File: config.mk
export PLATFORM = sky130hd
export DESIGN_NAME = vga_timing_gen
export DESIGN_NICKNAME = d
export VERILOG_FILES = /design/src/rtl/vga_timing_gen.sv
export SDC_FILE = /design/constraint.sdc
export NUM_CORES = 1
export LEC_CHECK = 0
export BUFFER_PORTS_ARGS = -buffer_cell sky130_fd_sc_hd__buf_2
export CORE_MARGIN = 1.5
export CORE_UTILIZATION = 56
export CTS_CLUSTER_DIAMETER = 40
export DETAILED_ROUTE_END_ITERATION = 6
export PLACE_DENSITY = 0.93
export SLEW_MARGIN = 20
export SYNTH_ARGS = -nofsm -noshare
export SYNTH_HDL_FRONTEND = slang
export SYNTH_SLANG_ARGS = --single-unit
File: constraint.sdc
create_clock -name vga_clk -period 7.25 [get_ports vga_clk]
set_clock_uncertainty 0.15 [all_clocks]
set_input_delay 0 -clock vga_clk [delete_from_list [all_inputs] [get_ports vga_clk]]
set_output_delay 0 -clock vga_clk [all_outputs]
set_load 0.005 [all_outputs]
File: src/rtl/vga_timing_gen.sv
// VGA raster timing (640x480 @ 60 Hz by default): pixel/line counters, registered blank/hs/vs decode,
// frame pulse and frame counter. Define VGA_SYNC_DELAY_EN to delay hs/vs by two extra clocks.
module vga_timing_gen #(
    parameter int H_ACTIVE = 640,
    parameter int H_FP     = 16,
    parameter int H_SYNC   = 96,
    parameter int H_BP     = 48,
    parameter int V_ACTIVE = 480,
    parameter int V_FP     = 10,
    parameter int V_SYNC   = 2,
    parameter int V_BP     = 33
) (
    input  logic       vga_clk,
    input  logic       reset_n,
    output logic [9:0] DrawX,
    output logic [9:0] DrawY,
    output logic       blank,
    output logic       hs,
    output logic       vs,
    output logic       frame_start,
    output logic [7:0] frame_cnt
);

    localparam logic [9:0] H_VIS    = 10'(H_ACTIVE);
    localparam logic [9:0] H_LAST   = 10'(H_ACTIVE + H_FP + H_SYNC + H_BP - 1);
    localparam logic [9:0] HS_START = 10'(H_ACTIVE + H_FP);
    localparam logic [9:0] HS_END   = 10'(H_ACTIVE + H_FP + H_SYNC - 1);
    localparam logic [9:0] V_VIS    = 10'(V_ACTIVE);
    localparam logic [9:0] V_LAST   = 10'(V_ACTIVE + V_FP + V_SYNC + V_BP - 1);
    localparam logic [9:0] VS_START = 10'(V_ACTIVE + V_FP);
    localparam logic [9:0] VS_END   = 10'(V_ACTIVE + V_FP + V_SYNC - 1);

    function automatic logic in_span(input logic [9:0] v, input logic [9:0] lo,
                                     input logic [9:0] hi);
        return (v >= lo) && (v <= hi);
    endfunction

    function automatic logic is_active(input logic [9:0] x, input logic [9:0] y);
        return (x < H_VIS) && (y < V_VIS);
    endfunction

    logic [9:0] hc_nxt;
    logic [9:0] vc_nxt;
    logic       h_wrap;
    logic       frame_wrap;
    logic       hs_p0;
    logic       vs_p0;

    // Decodes are taken from the next counter values so the registered flags line up with DrawX/DrawY.
    always_comb begin
        h_wrap     = (DrawX == H_LAST);
        frame_wrap = h_wrap && (DrawY == V_LAST);
        hc_nxt     = h_wrap ? 10'd0 : DrawX + 10'd1;
        vc_nxt     = DrawY;
        if (h_wrap) begin
            vc_nxt = frame_wrap ? 10'd0 : DrawY + 10'd1;
        end
    end

    // Stage p0: counters and aligned decodes
    always_ff @(posedge vga_clk or negedge reset_n) begin
        if (!reset_n) begin
            DrawX       <= 10'd0;
            DrawY       <= 10'd0;
            blank       <= 1'b1;
            hs_p0       <= 1'b1;
            vs_p0       <= 1'b1;
            frame_start <= 1'b0;
            frame_cnt   <= 8'd0;
        end else begin
            DrawX       <= hc_nxt;
            DrawY       <= vc_nxt;
            blank       <= is_active(hc_nxt, vc_nxt);
            hs_p0       <= !in_span(hc_nxt, HS_START, HS_END);
            vs_p0       <= !in_span(vc_nxt, VS_START, VS_END);
            frame_start <= frame_wrap;
            if (frame_wrap) begin
                frame_cnt <= frame_cnt + 8'd1;
            end
        end
    end

`ifdef VGA_SYNC_DELAY_EN
    logic hs_p1, hs_p2, vs_p1, vs_p2;

    // Stages p1/p2: sync delayed to match the mappers' ROM read + color register
    always_ff @(posedge vga_clk or negedge reset_n) begin
        if (!reset_n) begin
            hs_p1 <= 1'b1;
            hs_p2 <= 1'b1;
            vs_p1 <= 1'b1;
            vs_p2 <= 1'b1;
        end else begin
            hs_p1 <= hs_p0;
            hs_p2 <= hs_p1;
            vs_p1 <= vs_p0;
            vs_p2 <= vs_p1;
        end
    end

    assign hs = hs_p2;
    assign vs = vs_p2;
`else
    assign hs = hs_p0;
    assign vs = vs_p0;
`endif

endmodule

==> results.toml, run 1 <==
[run_status]
status = "finished, final reports clean"

[sta]
fmax_ghz = 0.3744
finalHoldViolCount = 0
max_slew.worst_pin.slew_ns = 0.6876
finalSetupTns_ns = 0
whs_ns = 0.07429
slew_headroom_pct = 54.16
rsz0062_at_grt = "false"
period_share_pct = 36.84
period_minus_slack_ns = 2.671
slew_violations = 0
setup_viol = 0

[setup_path]
cp.required_ns = 7.35
critical_path.max_fanout = 9
startpoint_type = "register"
endpoint_kind = "register"
critPathKind = "reg -> reg"
r2r_slack_ns = 4.58
critPathArrivalTime_ns = 2.77

[floorplanning]
rows = 20
die_w_um = 58.77
initial_core_util_pct = 58.00
die-area_um2 = 3454
io-pin-count = 34
core_um2 = 3003
die_height_um = 58.77

[clock_tree]
clk_latency_ns = 0.34
htree_num_levels = 2
cts-root-buf = "clkbuf_4"
clkTransAtPathRegs_ns = 0.09
cts_sinks = 32
cts_setup_buffers = 0
cts_tree = "yes"
ctsResizeCount = 0
clockBufferDepth = 2
cts-buffers-inserted = 5
cts_hold_buf = 1

[logic_synthesis]
synth_area_leader_cell = "dfrtp_1"
yosysMostFrequentCell = "dfrtp_1"
avgSynthCellArea_um2 = 10.25
synth_area_leaders = "dfrtp_1 42%, xnor2_1 5.5%, dfstp_2 4.5%"
synth_cell_types = 43
synth_nets = 177
synth_top_flop_cell = "dfrtp_1"
ys_warn_count = 0
yosysSeqAreaShare_pct = 46.19
synth.top_cells.by_count = "29 x dfrtp_1, 19 x nand2_1, 11 x inv_1, 11 x xnor2_1, 10 x nor2_1"
synth_top_area_share_pct = 41.67
synth_cells = 170
synth-seq-cells = 32
netlist_area_um2 = 1742
synthArstFlopShare_pct = 100.0
synth_edf_count = 0

[power_and_ir_drop]
power_density_nw_per_um2 = 145.6
ir_drop_uv = 87.04
total_power_mw = 0.2895
p_leak_nw = 0.9504

[layout]
diodes = 0
nets = 213
drive_gt1_share_pct = 25.60
synthToLayoutAreaGrowth_pct = 14.15
fin_util_pct = 66.21

[grt]
antenna_found_initial = 0
overflow = 0
grt_pass1_wl_um = 6085
grt_use_total_pct = 23.75
grt_pass1_vias = 1350
grt_max_degree = 33

[drt]
via_count = 1432
vias_per_cell = 5.967
drc = 0
routedWlPerCell_um = 15.49
drtAntennaViolNets = 0
dr.pass1.iters = 4
drt-total-wl_um = 3718
drtIter0Drc = 81

[placement]
io_buffers = 33
place.gp.congestion = 0.9041
hpwl_um = 2690

[run]
drv_cap = 0

[min_path]
hp-class = "in -> async"
==> worst max-delay path, cell delays in order, from the launching register on <==
cell     delay (ns)
dfrtp_1        0.44
ha_1           0.24
nand4_1        0.36
nor4_2         0.54
mux2_2         0.40
and2_1         0.16
nor4_2         0.29
==> flip-flops by register name, summed over array words and instances (netlist names) <==
register	cells
DrawX	10
blank	1
frame_cnt	8
frame_start	1
DrawY	10
hs	1
vs	1
==> path summary, 6_finish.rpt <==
path | end | depth (start not counted) | start
worst max-delay path | blank | 6 | DrawX[0]
worst min-delay path | DrawY[8] | 2 | reset_n
worst max register to register | blank | 6 | DrawX[0]
worst min register to register | frame_cnt[7] | 1 | frame_cnt[7]
max in group asynchronous | DrawX[2] | 2 | reset_n
min in group vga_clk | frame_cnt[7] | 1 | frame_cnt[7]
==> layout make-up <==
class | count | area, um2
Tap cell | 33 | 41.29
Sequential cell | 32 | 804.5
Inverter | 11 | 41.29
Fill cell | 240 | 1015
Timing Repair Buffer | 34 | 175.2
Clock buffer | 8 | 58.81
Multi-Input combinational cell | 122 | 867.1
==> metrics by stage <==
stage	instance area [um2]	instances	setup slack, ns
2_1_floorplan	1742	170	4.882
3_3_place_gp	1919	231	4.780
3_5_place_dp	1919	231	4.606
4_1_cts	1988	240	4.577
5_1_grt	1988	240	4.396
6_report	1988	240	4.579
==> where the power goes <==
part / internal (mW) / switching, mW
combinational: 0.000539 / 0.00326
sequential: 0.178 / 0
clock: 0.0478 / 0.0595
==> logic make-up (layout without fill, tap and decap cells) <==
| kind of cell | Yosys count | in the layout | synth area share [%] |
|---|---|---|---|
| AND/OR/NAND/NOR | 73 | 73 | 24.14 |
| flip-flops | 32 | 32 | 46.19 |
| multiplexers | 4 | 4 | 2.514 |
| XOR/XNOR | 20 | 20 | 10.06 |
| AO/OA/AOI/OAI | 20 | 20 | 9.482 |
| adder cells (fa/ha/maj) | 5 | 5 | 3.592 |
| buffers and inverters | 16 | 53 | 4.023 |
==> layer usage <==
metal	vias to the layer above	part of all wire, %	global-route usage [%]	routed length [um]
met2	43	50	38.41	1874
met1	700	43	29.02	1590
met4	0	2.2	13.31	80
met3	10	4.7	5.714	173
met5	-	0	0	0
li1	679	-	-	-
==> layout by cell type, fill, tap and decap left out, types with 2 or more instances in the layout <==
cell type and count:
xnor2_1 11, buf_2 33, and4_1 3, and3_1 2, dfstp_2 3, o21ai_0 3, a31oi_1 2, nor4_1 3
a21o_1 2, xor2_1 9, clkbuf_1 2, mux2_2 3, nand4_1 8, nor3_1 4, ha_1 5, dfrtp_1 29
inv_1 11, a21oi_1 3, clkbuf_4 5, and2_1 3, nand3_1 8, nor4_2 2, or3_1 3, nand2_1 19
o31ai_1 2, nor2_1 10
No activity file was read; power rests on OpenSTA's default activity.
==> run 2, diff against run 1 <==
--- a/config.mk
+++ b/config.mk
@@ -7,10 +7,10 @@
 export LEC_CHECK = 0
 export BUFFER_PORTS_ARGS = -buffer_cell sky130_fd_sc_hd__buf_2
 export CORE_MARGIN = 1.5
-export CORE_UTILIZATION = 56
+export CORE_UTILIZATION = 54
 export CTS_CLUSTER_DIAMETER = 40
 export DETAILED_ROUTE_END_ITERATION = 6
-export PLACE_DENSITY = 0.93
+export PLACE_DENSITY = 0.9
 export SLEW_MARGIN = 20
 export SYNTH_ARGS = -nofsm -noshare
 export SYNTH_HDL_FRONTEND = slang
==> constraint.sdc (replaced) <==
create_clock -name vga_clk -period 2.6 [get_ports vga_clk]
set_clock_uncertainty 0.15 [all_clocks]
set_input_delay 0 -clock vga_clk [delete_from_list [all_inputs] [get_ports vga_clk]]
set_output_delay 0 -clock vga_clk [all_outputs]
set_load 0.005 [all_outputs]
==> run 2 against run 1 <==
  * Routed wire length is 1.0% higher
  * Clock-buffer cell count shrank 2
  * Non-clock buffer count up 8
  * Final area is 4.8% higher
  * Flip-flop and latch count stayed put
==> results.toml, run 2 (synthesis results as in run 1) <==
[run_status]
status = "finished, final reports clean"

[layout]
diodes = 0
fillers = 247
mostFrequentLayoutCells = "33 x buf_2, 29 x dfrtp_1, 19 x nand2_1"
top_regs = "DrawX (10), DrawY (10), frame_cnt (8)"
synthToLayoutAreaGrowth_pct = 19.68
stdcell_count = 259
fin_util_pct = 68.28
final_common_cell = "buf_2"
nets = 221
drive_gt1_share_pct = 29.30
fin_area_um2 = 2085

[min_path]
hp-class = "in -> async"

[setup_path]
critPathKind = "reg -> reg"
critPathArrivalTime_ns = 2.51
startpoint_type = "register"
endpoint_kind = "register"
cp.required_ns = 2.69
critical_path.max_fanout = 6

[floorplanning]
die_w_um = 59.79
rows = 20
core_um2 = 3053
io-pin-count = 34
die-area_um2 = 3575
die_height_um = 59.79
initial_core_util_pct = 57.05

[clock_tree]
cts_setup_buffers = 0
htree_num_levels = 2
clk_latency_ns = 0.34
clockBufferDepth = 2
cts_tree = "yes"
clkTransAtPathRegs_ns = 0.10
cts-root-buf = "clkbuf_4"
cts-buffers-inserted = 5
cts_sinks = 32

[placement]
io_buffers = 33
dp_cells = 250
hpwl_um = 2777
place_area_um2 = 1993
place.gp.congestion = 0.9181

[grt]
antenna_found_initial = 0
overflow = 0
grt_pass1_wl_um = 6072
grt_use_total_pct = 23.34
grt_pass1_vias = 1347
grt_max_degree = 33

[sta]
whs_ns = 0.09667
fmax_ghz = 0.4130
finalSetupTns_ns = 0
period_minus_slack_ns = 2.421
finalHoldViolCount = 0
rsz0062_at_grt = "false"
slew_headroom_pct = 52.91
period_share_pct = 93.12
max_slew.worst_pin.slew_ns = 0.7063
setup_viol = 0
slew_violations = 0

[power_and_ir_drop]
p_leak_nw = 1.003
power_density_nw_per_um2 = 422.0
ir_drop_uv = 409.8

[drt]
drc = 0
via_count = 1469
drtAntennaViolNets = 0
drtIter0Drc = 57
drt-total-wl_um = 3757
dr.pass1.iters = 4
routedWlPerCell_um = 14.51
vias_per_cell = 5.672

[run]
drv_cap = 0
==> run 2: metrics by stage <==
stage               setup slack [ns]  total power [mW]
detailed placement            0.1905            0.5176
global route                 0.01335            0.9096
finish                        0.1788            0.8797
floorplan                     0.2318            0.5073
CTS                           0.1751            0.8892
global placement              0.2836            0.5174
==> run 2: routing by layer <==
layer / global-route usage, % / share of wire [%] / up-vias
li1: - / - / 693
met1: 30.11 / 45 / 718
met2: 36.96 / 48 / 52
met3: 5.195 / 6.4 / 6
met4: 11.43 / 1.2 / 0
met5: 0 / 0 / -
==> run 2: report_power, final <==
part           total, mW  internal (mW)  switching, mW
Combinational     0.0109        0.00151        0.00938
Clock              0.371          0.201          0.170
Sequential         0.498          0.498              0
Total              0.880          0.700          0.179
==> run 2: cell type report <==
cell class / count / area (um2) / share of cell area [%]
inverters: 11 / 41.29 / 1.981
clock inverters: 2 / 35.03 / 1.681
well taps: 44 / 55.05 / 2.641
flip-flops and latches: 32 / 804.5 / 38.60
multi-input cells: 122 / 872.1 / 41.84
repair buffers: 42 / 235.2 / 11.28
clock buffers: 6 / 41.29 / 1.981
==> run 2: path summary, 6_finish.rpt <==
path                              startpoint            to  slack, ns  cells past startpoint
worst max-delay path                DrawX[0]            vs       0.18                      8
worst min-delay path                 reset_n      DrawY[4]        0.1                      2
worst max register to register      DrawX[0]            vs       0.18                      8
worst min register to register  frame_cnt[7]  frame_cnt[7]       0.33                      1
max in group asynchronous            reset_n  frame_cnt[0]       1.76                      2
min in group vga_clk            frame_cnt[7]  frame_cnt[7]       0.33                      1
==> run 2: critical path: stages (launching register included) <==
cell      delay, ns
dfrtp_1        0.43
ha_1           0.26
nand4_1        0.21
buf_4          0.22
nor3_2         0.35
and2_1         0.30
buf_4          0.16
nor2_1         0.05
nand4b_1       0.19
==> run 2: repair_timing <==
| action | in CTS | in global routing |
|---|---|---|
| resized for setup | 0 | 1 |
| hold endpoints to repair | 32 | 0 |
| hold buffers | 1 | 0 |
| setup endpoints to repair | 0 | 1 |
==> run 3, diff against run 2 <==
--- a/config.mk
+++ b/config.mk
@@ -5,12 +5,13 @@
 export SDC_FILE = /design/constraint.sdc
 export NUM_CORES = 1
 export LEC_CHECK = 0
+export ABC_AREA = 1
 export BUFFER_PORTS_ARGS = -buffer_cell sky130_fd_sc_hd__buf_2
 export CORE_MARGIN = 1.5
-export CORE_UTILIZATION = 54
+export CORE_UTILIZATION = 55
 export CTS_CLUSTER_DIAMETER = 40
 export DETAILED_ROUTE_END_ITERATION = 6
-export PLACE_DENSITY = 0.9
+export PLACE_DENSITY = 0.91
 export SLEW_MARGIN = 20
 export SYNTH_ARGS = -nofsm -noshare
 export SYNTH_HDL_FRONTEND = slang
==> run 3 against run 2 <==
  * Area after synthesis grew 11%
  * Final area grew 7.4%
  * Clock power grew 4%
  * Final cell count grew 32%
  * Die area grew 8.5%
  * Synthesized cell count grew 49%
  * First-iteration DRC count grew 60%
==> results.toml, run 3 <==
[sta]
setup_viol = 0
slew_headroom_pct = 53.02
whs_ns = 0.06914
rsz0062_at_grt = "false"
finalSetupTns_ns = 0
worst_slack_ns = 0.6631
fmax_ghz = 0.5163
slew_violations = 0
period_share_pct = 74.50
finalHoldViolCount = 0
max_slew.worst_pin.slew_ns = 0.7047
period_minus_slack_ns = 1.937

[grt]
grt_pass1_wl_um = 7245
grt_pass1_vias = 1560
grt_max_degree = 33
grt_use_total_pct = 23.68
antenna_found_initial = 0
overflow = 0

[layout]
nets = 301
top_regs = "DrawX (10), DrawY (10), frame_cnt (8)"
fillers = 299
fin_util_pct = 66.59
synthToLayoutAreaGrowth_pct = 15.93
mostFrequentLayoutCells = "73 x nand2_1, 42 x inv_1, 33 x nor2_1, 33 x buf_2, 29 x dfrtp_1"
final_common_cell = "nand2_1"
diodes = 0
stdcell_count = 341
fin_area_um2 = 2240
drive_gt1_share_pct = 24.41

[logic_synthesis]
synth_top_flop_cell = "dfrtp_1"
yosysMostFrequentCell = "nand2_1"
synth_nets = 261
yosysSeqAreaShare_pct = 41.65
synth_area_leader_cell = "dfrtp_1"
synth_edf_count = 0
synth_cell_types = 28
synth_top_area_share_pct = 37.56
synth_cells = 254
synth.top_cells.by_count = "73 x nand2_1, 42 x inv_1, 33 x nor2_1"
synth_area_leaders = "dfrtp_1 38%, nand2_1 14%, inv_1 8.2%"
netlist_area_um2 = 1932
avgSynthCellArea_um2 = 7.606
ys_warn_count = 0
synth-seq-cells = 32
synthArstFlopShare_pct = 100.0

[setup_path]
crit_path_max_incr_delay_ns = 0.45
r2r_slack_ns = 0.66
reg2reg_depth = 6
worst_r2r_endpoint = "frame_cnt[6]"
startpoint_type = "register"
cp.required_ns = 2.70
endpoint_kind = "register"
critPathArrivalTime_ns = 2.03
timing.rr.start = "DrawX[0]"
worstPathCellList = "ha_1, nand2_4, nor2_8, nand4_4, nor2_2, mux2_1"
cpMaxStageDelayCell = "dfrtp_1"
critical_path.max_fanout = 8
critPathKind = "reg -> reg"

[drt]
drt-total-wl_um = 4091
routedWlPerCell_um = 12.00
vias_per_cell = 4.994
drtAntennaViolNets = 0
via_count = 1703
drc = 0
dr.pass1.iters = 4
drtIter0Drc = 91

[placement]
place.gp.congestion = 0.8965
place_ws_ns = 0.6633
place_area_um2 = 2150
dp_cells = 332
io_buffers = 33
hpwl_um = 3097

[run_status]
status = "finished, final reports clean"

[floorplanning]
rows = 21
initial_core_util_pct = 57.44
io-pin-count = 34
core_um2 = 3363
die-area_um2 = 3877
die_height_um = 62.27
die_w_um = 62.27

[clock_tree]
clk_latency_ns = 0.36
cts_tree = "yes"
cts_sinks = 32
cts-root-buf = "clkbuf_4"
htree_num_levels = 2
ctsResizeCount = 0
clkTransAtPathRegs_ns = 0.11
cts-buffers-inserted = 5
clockBufferDepth = 2
cts_setup_buffers = 0

[min_path]
hp-class = "in -> async"

[power_and_ir_drop]
p_leak_nw = 1.340
total_power_mw = 0.8951
power_density_nw_per_um2 = 399.7
ir_drop_uv = 338.4

[run]
drv_cap = 0
## run 3: changes by cell type after synthesis, moves of 6 or more
cell	delta
nand2_1	+54
inv_1	+31
nor2_1	+23
nand3_1	+7
xnor2_1	-7
nand2_2	+6
nor2_2	+6
## run 3: metal layers
metal	global-route usage (%)	routed length, um	up-vias
li1	-	-	856
met1	31.50	1770	786
met5	0	0	-
met3	5.978	283	6
met2	37.77	1970	55
met4	8.611	66	0
## run 3: worst max path at each step
stage / startpoint / endpoint / cells after the start
final: DrawX[0] / frame_cnt[6] / 6
after global routing: DrawY[1] / vs / 10
after CTS: DrawX[0] / frame_cnt[6] / 6
after floorplan: DrawX[0] / frame_cnt[6] / 6
after detailed placement: DrawX[0] / frame_cnt[6] / 6
after global placement: DrawX[0] / frame_cnt[6] / 6
## run 3: final cells by class
| class | instances | area [um2] | area share (%) |
|---|---|---|---|
| repair buffers | 34 | 175.2 | 7.821 |
| flip-flops and latches | 32 | 804.5 | 35.92 |
| well taps | 46 | 57.56 | 2.570 |
| inverters | 45 | 168.9 | 7.542 |
| multi-input cells | 176 | 953.4 | 42.57 |
| clock buffers | 5 | 37.54 | 1.676 |
| clock inverters | 3 | 42.54 | 1.899 |
## run 3: cell families (layout without fill, tap and decap cells)
kind of cell | Yosys count | after routing | share of synthesized area (%)
XOR/XNOR | 9 | 9 | 4.080
AO/OA/AOI/OAI | 6 | 6 | 1.879
flip-flops | 32 | 32 | 41.65
AND/OR/NAND/NOR | 155 | 155 | 39.57
adder cells (fa/ha/maj) | 5 | 5 | 3.238
multiplexers | 1 | 1 | 0.5829
buffers and inverters | 46 | 87 | 9.002
## run 3: repair_timing
action                                  4_1_cts  5_1_grt
endpoints found under the setup margin        0        0
endpoints found under the hold margin        32        0
hold buffers                                  1        0
## run 3: worst max-delay path, delay by kind of cell (launching register included)
family	cells	cell delay, ns
flops	1	0.45
simple gates	4	0.65
fa+ha+maj	1	0.24
mux	1	0.35
## run 3: where the power goes
| part | leakage, nW | internal, mW | switching (mW) | total, mW |
|---|---|---|---|---|
| clock | 0.0412 | 0.200 | 0.186 | 0.387 |
| combinational | 0.877 | 0.00150 | 0.00935 | 0.0109 |
| sequential | 0.422 | 0.498 | 0 | 0.498 |
| total | 1.34 | 0.699 | 0.196 | 0.895 |
